**src/rtl/lsu_subword.sv**
```systemverilog
// Byte/half/word load-store unit over a word-only, little-endian memory; sub-word stores do read-modify-write.
// Latency: fault 1, load/word store 2, sub-word store 3 cycles; req_ready low while busy, no response backpressure.
module lsu_subword #(
    parameter int DEPTH_LOG2 = 8
) (
    input  logic        clk,
    input  logic        rst_n,
    input  logic        req_valid,
    output logic        req_ready,
    input  logic        req_we,
    input  logic [1:0]  req_size,
    input  logic        req_unsigned,
    input  logic [31:0] req_addr,
    input  logic [31:0] req_wdata,
    output logic        resp_valid,
    output logic [31:0] resp_rdata,
    output logic        resp_fault,
    output logic        mem_read,
    output logic        mem_write,
    output logic [31:0] mem_addr,
    output logic [31:0] mem_wdata,
    input  logic [31:0] mem_rdata
);

    typedef enum logic [1:0] {IDLE, READ, WRITE, RESP} state_e;

    localparam logic [1:0] SZ_BYTE = 2'b00;
    localparam logic [1:0] SZ_HALF = 2'b01;
    localparam logic [1:0] SZ_WORD = 2'b10;
    localparam logic [1:0] SZ_ILL  = 2'b11;

    state_e                  state_q;
    logic                    we_q;
    logic [1:0]              size_q;
    logic                    uns_q;
    logic [1:0]              lane_q;
    logic [15:0]             wdata_q;
    logic [DEPTH_LOG2-1:0]   idx_q;
    logic                    mem_read_q;
    logic                    mem_write_q;
    logic [31:0]             mem_wdata_q;
    logic                    resp_valid_q;
    logic                    resp_fault_q;
    logic [31:0]             resp_rdata_q;

    logic                    fault_d;
    logic [31:0]             merged_d;
    logic [31:0]             load_d;
    logic [7:0]              byte_sel;
    logic [15:0]             half_sel;

    assign req_ready  = (state_q == IDLE);
    assign resp_valid = resp_valid_q;
    assign resp_fault = resp_fault_q;
    assign resp_rdata = resp_rdata_q;
    assign mem_read   = mem_read_q;
    assign mem_write  = mem_write_q;
    assign mem_wdata  = mem_wdata_q;
    assign mem_addr   = {{(32-DEPTH_LOG2){1'b0}}, idx_q};

    always_comb begin
        fault_d = 1'b0;
        if (req_size == SZ_ILL)                             fault_d = 1'b1;
        if (req_size == SZ_HALF && req_addr[0])             fault_d = 1'b1;
        if (req_size == SZ_WORD && req_addr[1:0] != 2'b00)  fault_d = 1'b1;
        if ((req_addr >> (DEPTH_LOG2 + 2)) != 32'd0)        fault_d = 1'b1;
    end

    // Read-modify-write merge: splice the store data into the word just read.
    always_comb begin
        merged_d = mem_rdata;
        if (size_q == SZ_BYTE) begin
            case (lane_q)
                2'd0:    merged_d[7:0]   = wdata_q[7:0];
                2'd1:    merged_d[15:8]  = wdata_q[7:0];
                2'd2:    merged_d[23:16] = wdata_q[7:0];
                default: merged_d[31:24] = wdata_q[7:0];
            endcase
        end else if (size_q == SZ_HALF) begin
            if (lane_q[1]) merged_d[31:16] = wdata_q;
            else           merged_d[15:0]  = wdata_q;
        end
    end

    always_comb begin
        byte_sel = mem_rdata[{lane_q, 3'b000} +: 8];
        half_sel = lane_q[1] ? mem_rdata[31:16] : mem_rdata[15:0];
        case (size_q)
            SZ_BYTE: load_d = {{24{~uns_q & byte_sel[7]}}, byte_sel};
            SZ_HALF: load_d = {{16{~uns_q & half_sel[15]}}, half_sel};
            default: load_d = mem_rdata;
        endcase
    end

    always_ff @(posedge clk or negedge rst_n) begin
        if (!rst_n) begin
            state_q      <= IDLE;
            we_q         <= 1'b0;
            size_q       <= 2'b00;
            uns_q        <= 1'b0;
            lane_q       <= 2'b00;
            wdata_q      <= '0;
            idx_q        <= '0;
            mem_read_q   <= 1'b0;
            mem_write_q  <= 1'b0;
            mem_wdata_q  <= '0;
            resp_valid_q <= 1'b0;
            resp_fault_q <= 1'b0;
            resp_rdata_q <= '0;
        end else begin
            case (state_q)
                IDLE: begin
                    if (req_valid) begin
                        we_q    <= req_we;
                        size_q  <= req_size;
                        uns_q   <= req_unsigned;
                        lane_q  <= req_addr[1:0];
                        wdata_q <= req_wdata[15:0];
                        if (fault_d) begin
                            // mem_addr keeps its previous value: faults never touch memory.
                            state_q      <= RESP;
                            resp_valid_q <= 1'b1;
                            resp_fault_q <= 1'b1;
                            resp_rdata_q <= '0;
                        end else if (req_we && req_size == SZ_WORD) begin
                            state_q     <= WRITE;
                            idx_q       <= req_addr[DEPTH_LOG2+1:2];
                            mem_write_q <= 1'b1;
                            mem_wdata_q <= req_wdata;
                        end else begin
                            state_q    <= READ;
                            idx_q      <= req_addr[DEPTH_LOG2+1:2];
                            mem_read_q <= 1'b1;
                        end
                    end
                end
                READ: begin
                    mem_read_q <= 1'b0;
                    if (we_q) begin
                        state_q     <= WRITE;
                        mem_write_q <= 1'b1;
                        mem_wdata_q <= merged_d;
                    end else begin
                        state_q      <= RESP;
                        resp_valid_q <= 1'b1;
                        resp_fault_q <= 1'b0;
                        resp_rdata_q <= load_d;
                    end
                end
                WRITE: begin
                    state_q      <= RESP;
                    mem_write_q  <= 1'b0;
                    resp_valid_q <= 1'b1;
                    resp_fault_q <= 1'b0;
                    resp_rdata_q <= '0;
                end
                default: begin
                    state_q      <= IDLE;
                    resp_valid_q <= 1'b0;
                    resp_fault_q <= 1'b0;
                    resp_rdata_q <= '0;
                end
            endcase
        end
    end

endmodule

```
**config.mk**
```make
export PLATFORM = sky130hd
export DESIGN_NAME = lsu_subword
export DESIGN_NICKNAME = d
export VERILOG_FILES = /design/src/rtl/lsu_subword.sv
export SDC_FILE = /design/constraint.sdc
export NUM_CORES = 1
export LEC_CHECK = 0
export CORE_ASPECT_RATIO = 2
export CORE_MARGIN = 2
export CORE_UTILIZATION = 60
export DETAILED_ROUTE_END_ITERATION = 10
export DONT_BUFFER_PORTS = 1
export GPL_TIMING_DRIVEN = 0
export PLACE_DENSITY = 0.76
export SETUP_SLACK_MARGIN = 0.5
export SYNTH_ARGS = -nofsm -noshare
export SYNTH_HDL_FRONTEND = slang
export SYNTH_SLANG_ARGS = --single-unit
```
**constraint.sdc**
```tcl
create_clock -name clk -period 5.1 [get_ports clk]
set_input_delay 0.255 -clock clk [delete_from_list [all_inputs] [get_ports clk]]
set_output_delay 0.255 -clock clk [all_outputs]
set_load 0.1 [all_outputs]
```
==> flow_summary.ini, run 1 <==
[cells_and_area]
antenna_cells = 0
layout.nets = 722
layout-drive-gt1-share_pct = 18.87
areaGrowthSynthToFinish_pct = 9.420

[status]
status = finished clean

[sta]
fin_crit_sh_pct = 66.18
rsz0062_at_grt = no
max_freq_ghz = 0.2963
fin_tns_setup_ns = 0
tightest_slew_ns = 1.245
slew_violations = 0
finClkSkew_ns = 0.01193
period_minus_slack_ns = 3.375
setup_violations = 0
relSlewSlack_pct = 15.85
hold_violations = 0

[critical_path]
cp.required_ns = 5.34
r2r_slack_ns = 1.72
worstSetupPathType = flop to flop
r2r-start = state_q[0]
r2r_end = mem_wdata[22]
crit_arrival_ns = 3.61
cp_max_fo = 10
end_kind = flop
worstSetupStartpointType = flop
r2r_cells = 7

[worst_hold_path]
whs_path_depth = 1
holdPathEnd = idx_q[0]
hold_path.class = input port to flop
hp-start = req_addr[2]

[drt]
vias = 4771
drt_wl_total_mm = 18.12
ant_nets = 0
firstDrtPassIters = 5
viasPerCell = 6.590
drc_errors = 0
wl_per_cell_um = 25.03
drtIter0Drc = 329

[clocking]
cts_made_buffers = 9
clkLatencyLatePin_ns = 0.35
clkTransAtPathRegs_ns = 0.08
cts_tree = done
cts_setup_buffers = 0
cts_max_path_buffers = 2
clkSinkCount = 100
htree_levels = 3
cts-root-buf = clkbuf_16
holdBufCountCts = 2
post_cts_resized = 0

[placed_design]
portBuffers = 0
gp_congestion = 0.9427
hpwl_mm = 13.99

[die]
coreArea_um2 = 9384
num_rows = 50
die_area_um2 = 10520
start_util_pct = 61.85
die_h_um = 143.1
io_pins = 204
die_x_um = 73.55

[grt]
grt_usage_pct = 34.63
grt_pass1_wl_mm = 26.75
grt_max_degree = 101
grt_overflow_total = 0
grt_pass1_vias = 4844
antenna_found_initial = 0

[synthesis]
synth.largest_area_cell = dfrtp_1
synthCells = 579
synth_cell_types = 46
synthArstFlopShare_pct = 100.0
synth-seq-cells = 100
synthTopCellsByArea = dfrtp_1 (43%), mux2_2 (6.8%), mux2_4 (5.9%)
yosysSeqAreaShare_pct = 43.11
synth-main-ff-cell = dfrtp_1
avgSynthCellArea_um2 = 10.02
yosys.area.top_type_share_pct = 43.11
synth_area_um2 = 5804
ys_warn_count = 0
synth_edf_count = 0

[job]
cap_violations = 0
[kinds of logic (layout without fill, tap and decap cells)]
family,count (synthesis),after routing,share of synthesized area [%]
compound gates,179,179,20.26
simple gates,126,126,10.74
fa+ha+maj,4,4,0.8623
other cells,1,24,0.06461
buf+inv,86,104,7.695
flops,100,100,43.11
mux,83,83,17.27
[cells in the final DEF, fill, tap and decap left out, drive strengths merged, types with 2 or more instances in the layout]
cell,netlist,routed
dfrtp,100,100
a21oi,59,59
mux2,58,58
nand2,46,46
clkbuf,35,44
buf,32,33
nor2,32,32
o2bb2ai,25,25
a31oi,24,24
mux2i,24,24
conb,1,24
o21ai,24,24
inv,17,20
nor2b,16,16
o22ai,16,16
nand2b,11,11
a22o,8,8
a221oi,7,7
a2bb2oi,6,6
clkinv,2,6
nor4,5,5
ha,4,4
nor3,3,3
nand3,3,3
or2,3,3
o211ai,2,2
and3b,2,2
a22oi,2,2
nand3b,2,2
[critical path, cell delays in order, from the launching register on]
cell and delay, ns:
dfrtp_1 0.42, inv_1 0.10, ha_1 0.84, clkbuf_1 0.36, nand2_1 0.30, o41ai_4 0.64, buf_6 0.27, mux2_4 0.32
[Yosys cell counts (2+ instances only)]
master and count:
or2_2 2, buf_6 4, buf_2 3, mux2_4 23, nand3_1 3, buf_4 24
a2bb2oi_1 6, mux2_2 35, inv_1 17, a22o_1 8, o22ai_1 16, a221oi_1 7
nand3b_1 2, nand2b_1 11, nor2b_1 16, o21ai_0 23, o2bb2ai_1 25, dfrtp_1 100
nor3_1 3, clkbuf_1 35, nor2_1 32, ha_1 4, nand2_1 46, a22oi_1 2
mux2i_1 24, nor4_2 4, a31oi_1 24, and3b_1 2, o211ai_1 2, a21oi_1 59
clkinv_1 2
[stage by stage]
| stage | setup slack (ns) | util [%] | std cells | cell area [um2] | hold WS [ns] |
|---|---|---|---|---|---|
| 6_report | 1.725 | 67.68 | 724 | 6351 | 0.04677 |
| 5_1_grt | 1.534 | 67.68 | 724 | 6351 | 0.03309 |
| 4_1_cts | 1.704 | 67.68 | 724 | 6351 | 0.04260 |
| 3_5_place_dp | 1.726 | 64.16 | 706 | 6021 | -0.03857 |
| 3_3_place_gp | 1.759 | 64.16 | 706 | 6021 | -0.03863 |
| 2_1_floorplan | 2.199 | - | 602 | 5891 | -0.04059 |
[sequential cells by signal, indices dropped and copies added (netlist names)]
signal	flops
mem_wdata	32
resp_rdata	32
wdata_q	16
idx_q	8
lane_q	2
size_q	2
state_q	2
mem_read	1
mem_write	1
resp_fault	1
resp_valid	1
uns_q	1
we_q	1
[cell type report]
| type | instances | area (um2) |
|---|---|---|
| inverters | 19 | 71.32 |
| clock inverters | 7 | 67.56 |
| repair buffers | 2 | 37.54 |
| multi-input cells | 416 | 2942 |
| fillers | 768 | 3033 |
| plain buffers | 67 | 375.4 |
| flip-flops and latches | 100 | 2502 |
| clock buffers | 9 | 225.2 |
| well taps | 104 | 130.1 |
[metal layers]
layer	routed length [um]	vias to the layer above	global-route usage, %
met5	0	-	0
met4	1229	0	21.72
met3	1526	71	9.386
met2	9377	307	59.21
met1	5990	2270	36.25
li1	-	2123	-
[how the worst max path moves through the flow]
stage,slack [ns],endpoint,cells after the start,from
finish,1.72,mem_wdata[22],7,state_q[0]
CTS,1.70,mem_wdata[22],7,state_q[0]
floorplan,2.20,mem_wdata[14],7,state_q[0]
global placement,1.76,mem_wdata[5],7,state_q[0]
detailed placement,1.73,mem_wdata[22],7,state_q[0]
global route,1.53,mem_wdata[24],7,state_q[0]
Power of run 1 is left out: the tool's default activity adds up to more than one toggle a clock period on the data nets, which glitch-free logic cannot reach.
==> run 2, diff against run 1 <==
Settings changed: CORE_UTILIZATION 60 to 58.
Clock period 5.1 ns to 3 ns, I/O delays scaled along.
==> run 2 against run 1 <==
Against the previous run: worst hold slack got worse by 0.048 ns; sequential cell count stayed put; first-iteration DRC count is 7.0% lower; worst setup slack got worse by 1.1 ns; highest routed layer unchanged; clock skew is 0.0036 ns lower; the run now ends with hold timing left; critical path type unchanged; clock-buffer cell count unchanged; register-to-register slack got worse by 1.1 ns; final cell count increased by 8.4%; critical path depth rose by 1.
==> flow_summary.ini, run 2 (synthesis gave the netlist of run 1 again) <==
[cells_and_area]
fin_area_um2 = 6802
final_cell_mix = dfrtp_1 (100), a21oi_1 (59), nand2_1 (44)
regArea_um2 = 2502
layout.nets = 755
areaGrowthSynthToFinish_pct = 17.18
layout_commonest_cell = dfrtp_1
antenna_cells = 0
final_cells = 785
fillers = 796
layout-drive-gt1-share_pct = 20.37
multi_input_area_um2 = 2990

[drt]
firstDrtPassIters = 7
wl_per_cell_um = 24.22
drtIter0Drc = 306
drc_errors = 0
drt_wl_total_mm = 19.01
vias = 5025
ant_nets = 0
viasPerCell = 6.401

[critical_path]
crit_arrival_ns = 2.65
cpMostUsedCell = buf_4
worstSetupStartpointType = flop
path_cells = inv_1 > ha_4 > buf_4 > nand2_4 > o41ai_4 > buf_4 > buf_6 > mux2_4
slowest_delay_ns = 0.43
cp_max_fo = 10
r2r-start = state_q[0]
crit_slowest_cell = dfrtp_1
r2r_slack_ns = 0.59
r2r_end = mem_wdata[18]
end_kind = flop
cp.required_ns = 3.24
r2r_cells = 8
worstSetupPathType = flop to flop

[sta]
max_freq_ghz = 0.4155
tightest_slew_ns = 0.9618
relSlewSlack_pct = 35.88
rsz0062_at_grt = yes
hold_violations = 1
finClkSkew_ns = 0.008353
slew_violations = 0
fin_tns_setup_ns = 0
fin_crit_sh_pct = 80.23
period_minus_slack_ns = 2.407
holdWs_ns = -0.001127
fin_ws_ns = 0.5931
setup_violations = 0

[grt]
grt_usage_pct = 35.81
grt_pass1_vias = 5304
grt_pass1_wl_mm = 28.83
grt_max_degree = 101
antenna_found_initial = 0
grt_overflow_total = 0

[clocking]
cts_tree = done
clkSinkCount = 100
cts_max_path_buffers = 2
htree_levels = 3
clkTransAtPathRegs_ns = 0.08
cts-root-buf = clkbuf_16
clkLatencyLatePin_ns = 0.36
cts_made_buffers = 9

[worst_hold_path]
hp-start = mem_rdata[16]
whs_path_depth = 2
holdPathEnd = resp_rdata[16]
hold_path.class = input port to flop

[die]
coreArea_um2 = 9763
num_rows = 51
die_x_um = 74.74
die_h_um = 145.5
die_area_um2 = 10870
start_util_pct = 59.45
io_pins = 204

[placed_design]
placed_cell_area_um2 = 6068
portBuffers = 0
placedCellCount = 734
hpwl_mm = 14.25
gp_congestion = 0.9392
preCtsSetupSlack_ns = -0.1378

[status]
status = finished, violations left
violations = hold timing

[job]
cap_violations = 0
[run 2: timing repair]
action,CTS,global route
endpoints found under the hold margin,131,100
buffers inserted,2,0
setup endpoints to repair,89,69
hold buffers,31,2
pin swaps,2,1
resized for setup,6,12
[run 2: worst max path at each step]
stage               endpoint  startpoint  cells past startpoint
2_1_floorplan  mem_wdata[14]  state_q[0]                      7
3_3_place_gp   mem_wdata[18]  state_q[0]                      7
3_5_place_dp    mem_wdata[5]  state_q[0]                      7
4_1_cts        mem_wdata[17]  state_q[1]                      8
5_1_grt        mem_wdata[11]   size_q[0]                      7
6_report       mem_wdata[18]  state_q[0]                      8
[run 2: metrics by stage]
stage	hold WS, ns	utilization, %
6_report	-0.001127	69.67
5_1_grt	0.008064	69.67
4_1_cts	-0.5165	68.95
3_5_place_dp	-0.1433	62.16
3_3_place_gp	-0.1432	62.16
2_1_floorplan	-0.1456	-
[run 2: routing by layer]
metal	global-route usage (%)	share of wire (%)	vias up
li1	-	-	2193
met1	37.53	32	2462
met2	62.26	54	291
met3	7.756	7.8	79
met4	21.61	6.0	0
met5	0	0	-
[run 2: critical path: cells and delay by family, from the launching register on]
| family | cells | cell delay (ns) |
|---|---|---|
| flip-flops | 1 | 0.43 |
| adder cells (fa/ha/maj) | 1 | 0.35 |
| AO/OA/AOI/OAI | 1 | 0.23 |
| multiplexers | 1 | 0.33 |
| buffers and inverters | 4 | 0.81 |
| AND/OR/NAND/NOR | 1 | 0.13 |
[run 2: area by class of cell]
class	count	share of cell area [%]
multi-input cells	416	43.97
repair buffers	35	5.335
well taps	132	2.428
clock inverters	7	1.380
inverters	19	1.159
flip-flops and latches	100	36.79
plain buffers	67	5.629
clock buffers	9	3.311
Power of run 2 is left out for the same reason.
==> run 3, diff against run 2 <==
Settings changed: CORE_UTILIZATION 58 to 60.
Clock period 3 ns to 2.3 ns, I/O delays scaled along.
==> run 3 against run 2 <==
Against the previous run: the flow still finishes with violations (hold timing); register-to-register slack worse by 0.38 ns; clock-buffer cell count unchanged; sequential share of layout area down 3.6 points; sequential cell count unchanged; global-route usage up 3.4 points; routed wire length up 9.2%; non-clock buffer count up 46; maximum frequency up 15%; worst hold slack worse by 0.56 ns; design area up 11%; critical endpoint is now mem_wdata[17]; highest routed layer unchanged.
==> flow_summary.ini, run 3 (synthesis gave the netlist of run 1 again) <==
[drt]
drc_errors = 0
vias = 5425
drtIter0Drc = 476
wl_per_cell_um = 25.85
firstDrtPassIters = 6
drt_wl_total_mm = 20.76
viasPerCell = 6.756
ant_nets = 0

[cells_and_area]
layout-drive-gt1-share_pct = 28.76
antenna_cells = 0
multi_input_area_um2 = 3144
final_cell_mix = dfrtp_1 (99), a21oi_1 (57), dlygate4sd3_1 (51)
regArea_um2 = 2504
fillers = 561
final_cells = 803
post-route-util_pct = 80.35
fin_area_um2 = 7540
layout.nets = 801
areaGrowthSynthToFinish_pct = 29.90
layout_commonest_cell = dfrtp_1

[sta]
holdWs_ns = -0.5562
fin_ws_ns = 0.2129
fin_crit_sh_pct = 90.74
hold_violations = 100
setup_violations = 0
period_minus_slack_ns = 2.087
tightest_slew_ns = 0.9579
finClkSkew_ns = 0.01130
rsz0062_at_grt = yes
relSlewSlack_pct = 36.14
max_freq_ghz = 0.4791
slew_violations = 0

[critical_path]
startpoint = state_q[1]
crit_arrival_ns = 2.33
critical-path-top-delay-family = buffers and inverters
worstSetupPathType = flop to flop
path_cells = inv_2 > ha_4 > buf_8 > buf_6 > inv_4 > nand3_2 > o41ai_4 > buf_4 > buf_12 > mux2_4
r2r-start = state_q[1]
cp_max_fo = 10
cp.required_ns = 2.54
timing.critical_path.buf_inv = 6
worstSetupStartpointType = flop
slowest_delay_ns = 0.39
crit_slowest_cell = dfrtp_1
end_kind = flop

[placed_design]
preCtsSetupSlack_ns = -0.3023
gp_congestion = 0.9165
placedCellCount = 706
hpwl_mm = 13.64
portBuffers = 0
placed_cell_area_um2 = 6053

[clocking]
clkSinkCount = 100
cts_max_path_buffers = 2
cts-root-buf = clkbuf_16
clkLatencyLatePin_ns = 0.36
htree_levels = 3
cts_tree = done
cts_made_buffers = 9
clkTransAtPathRegs_ns = 0.07

[grt]
grt_pass1_wl_mm = 30.50
met1_usage_pct = 43.21
use_met3_pct = 9.598
grt_max_degree = 101
antenna_found_initial = 0
met2_usage_pct = 67.58
grt_pass1_vias = 5484
grt_usage_pct = 39.19
gr-max-usage-layer = met2
grt_overflow_total = 0

[status]
violations = hold timing
status = finished, violations left

[worst_hold_path]
hold_path.class = input port to asynchronous set/reset pin

[die]
die_h_um = 143.1
coreArea_um2 = 9384
num_rows = 50
start_util_pct = 61.85
die_area_um2 = 10520
io_pins = 204
die_x_um = 73.55

[job]
cap_violations = 0
[run 3: cell count changes in the layout (fill, tap and decap cells not counted), moves of 5 or more]
cell           previous run  this run
clkbuf_1                 31         9
buf_6                     4        10
buf_4                    27        39
clkbuf_2                  3        13
clkbuf_4                  0         5
dlygate4sd3_1            32        51
buf_8                     0         5
buf_12                    0         7
[run 3: final cells by class]
cell class	instances	share of cell area (%)
repair buffers	81	11.28
multi-input cells	416	41.70
clock inverters	7	0.9293
clock buffers	9	2.987
well taps	104	1.726
plain buffers	67	7.152
flip-flops and latches	100	33.21
inverters	19	1.012
[run 3: timing repair]
action,CTS,global route
setup buffers,20,5
gates resized for setup,65,62
gates cloned,4,1
hold buffers,50,1
hold endpoints to repair,150,101
pin swaps,5,4
setup endpoints to repair,96,96
[run 3: worst reg2reg max path, stage by stage (launching register included)]
cell and delay [ns]:
dfrtp_1 0.39, inv_2 0.09, ha_4 0.35, buf_8 0.17
buf_6 0.14, inv_4 0.06, nand3_2 0.08, o41ai_4 0.09
buf_4 0.16, buf_12 0.14, mux2_4 0.30
[run 3: worst paths after layout]
path / to / slack, ns / cells after the start
setup / recovery: mem_wdata[17] / 0.21 / 10
hold / removal: mem_wdata[13] / -0.56 / 0
setup reg to reg: mem_wdata[17] / 0.21 / 10
hold reg to reg: wdata_q[8] / 0.57 / 1
max in group asynchronous: resp_rdata[2] / 2.67 / 0
min in group clk: resp_rdata[4] / 0 / 3
[run 3: through the flow]
stage / TNS [ns] / hold WS, ns
3_5_place_dp: -10.23 / -0.1787
2_1_floorplan: 0 / -0.1806
6_report: 0 / -0.5562
5_1_grt: 0 / -0.5692
3_3_place_gp: -8.782 / -0.1788
4_1_cts: 0 / -0.5558
[run 3: per-layer routing]
layer,routed length [um],share of wire [%],vias up
met2,10560,51,413
met1,7094,34,2623
met3,1795,8.6,93
met4,1306,6.3,0
li1,-,-,2296
met5,0,0,-
Power of run 3 is left out for the same reason.
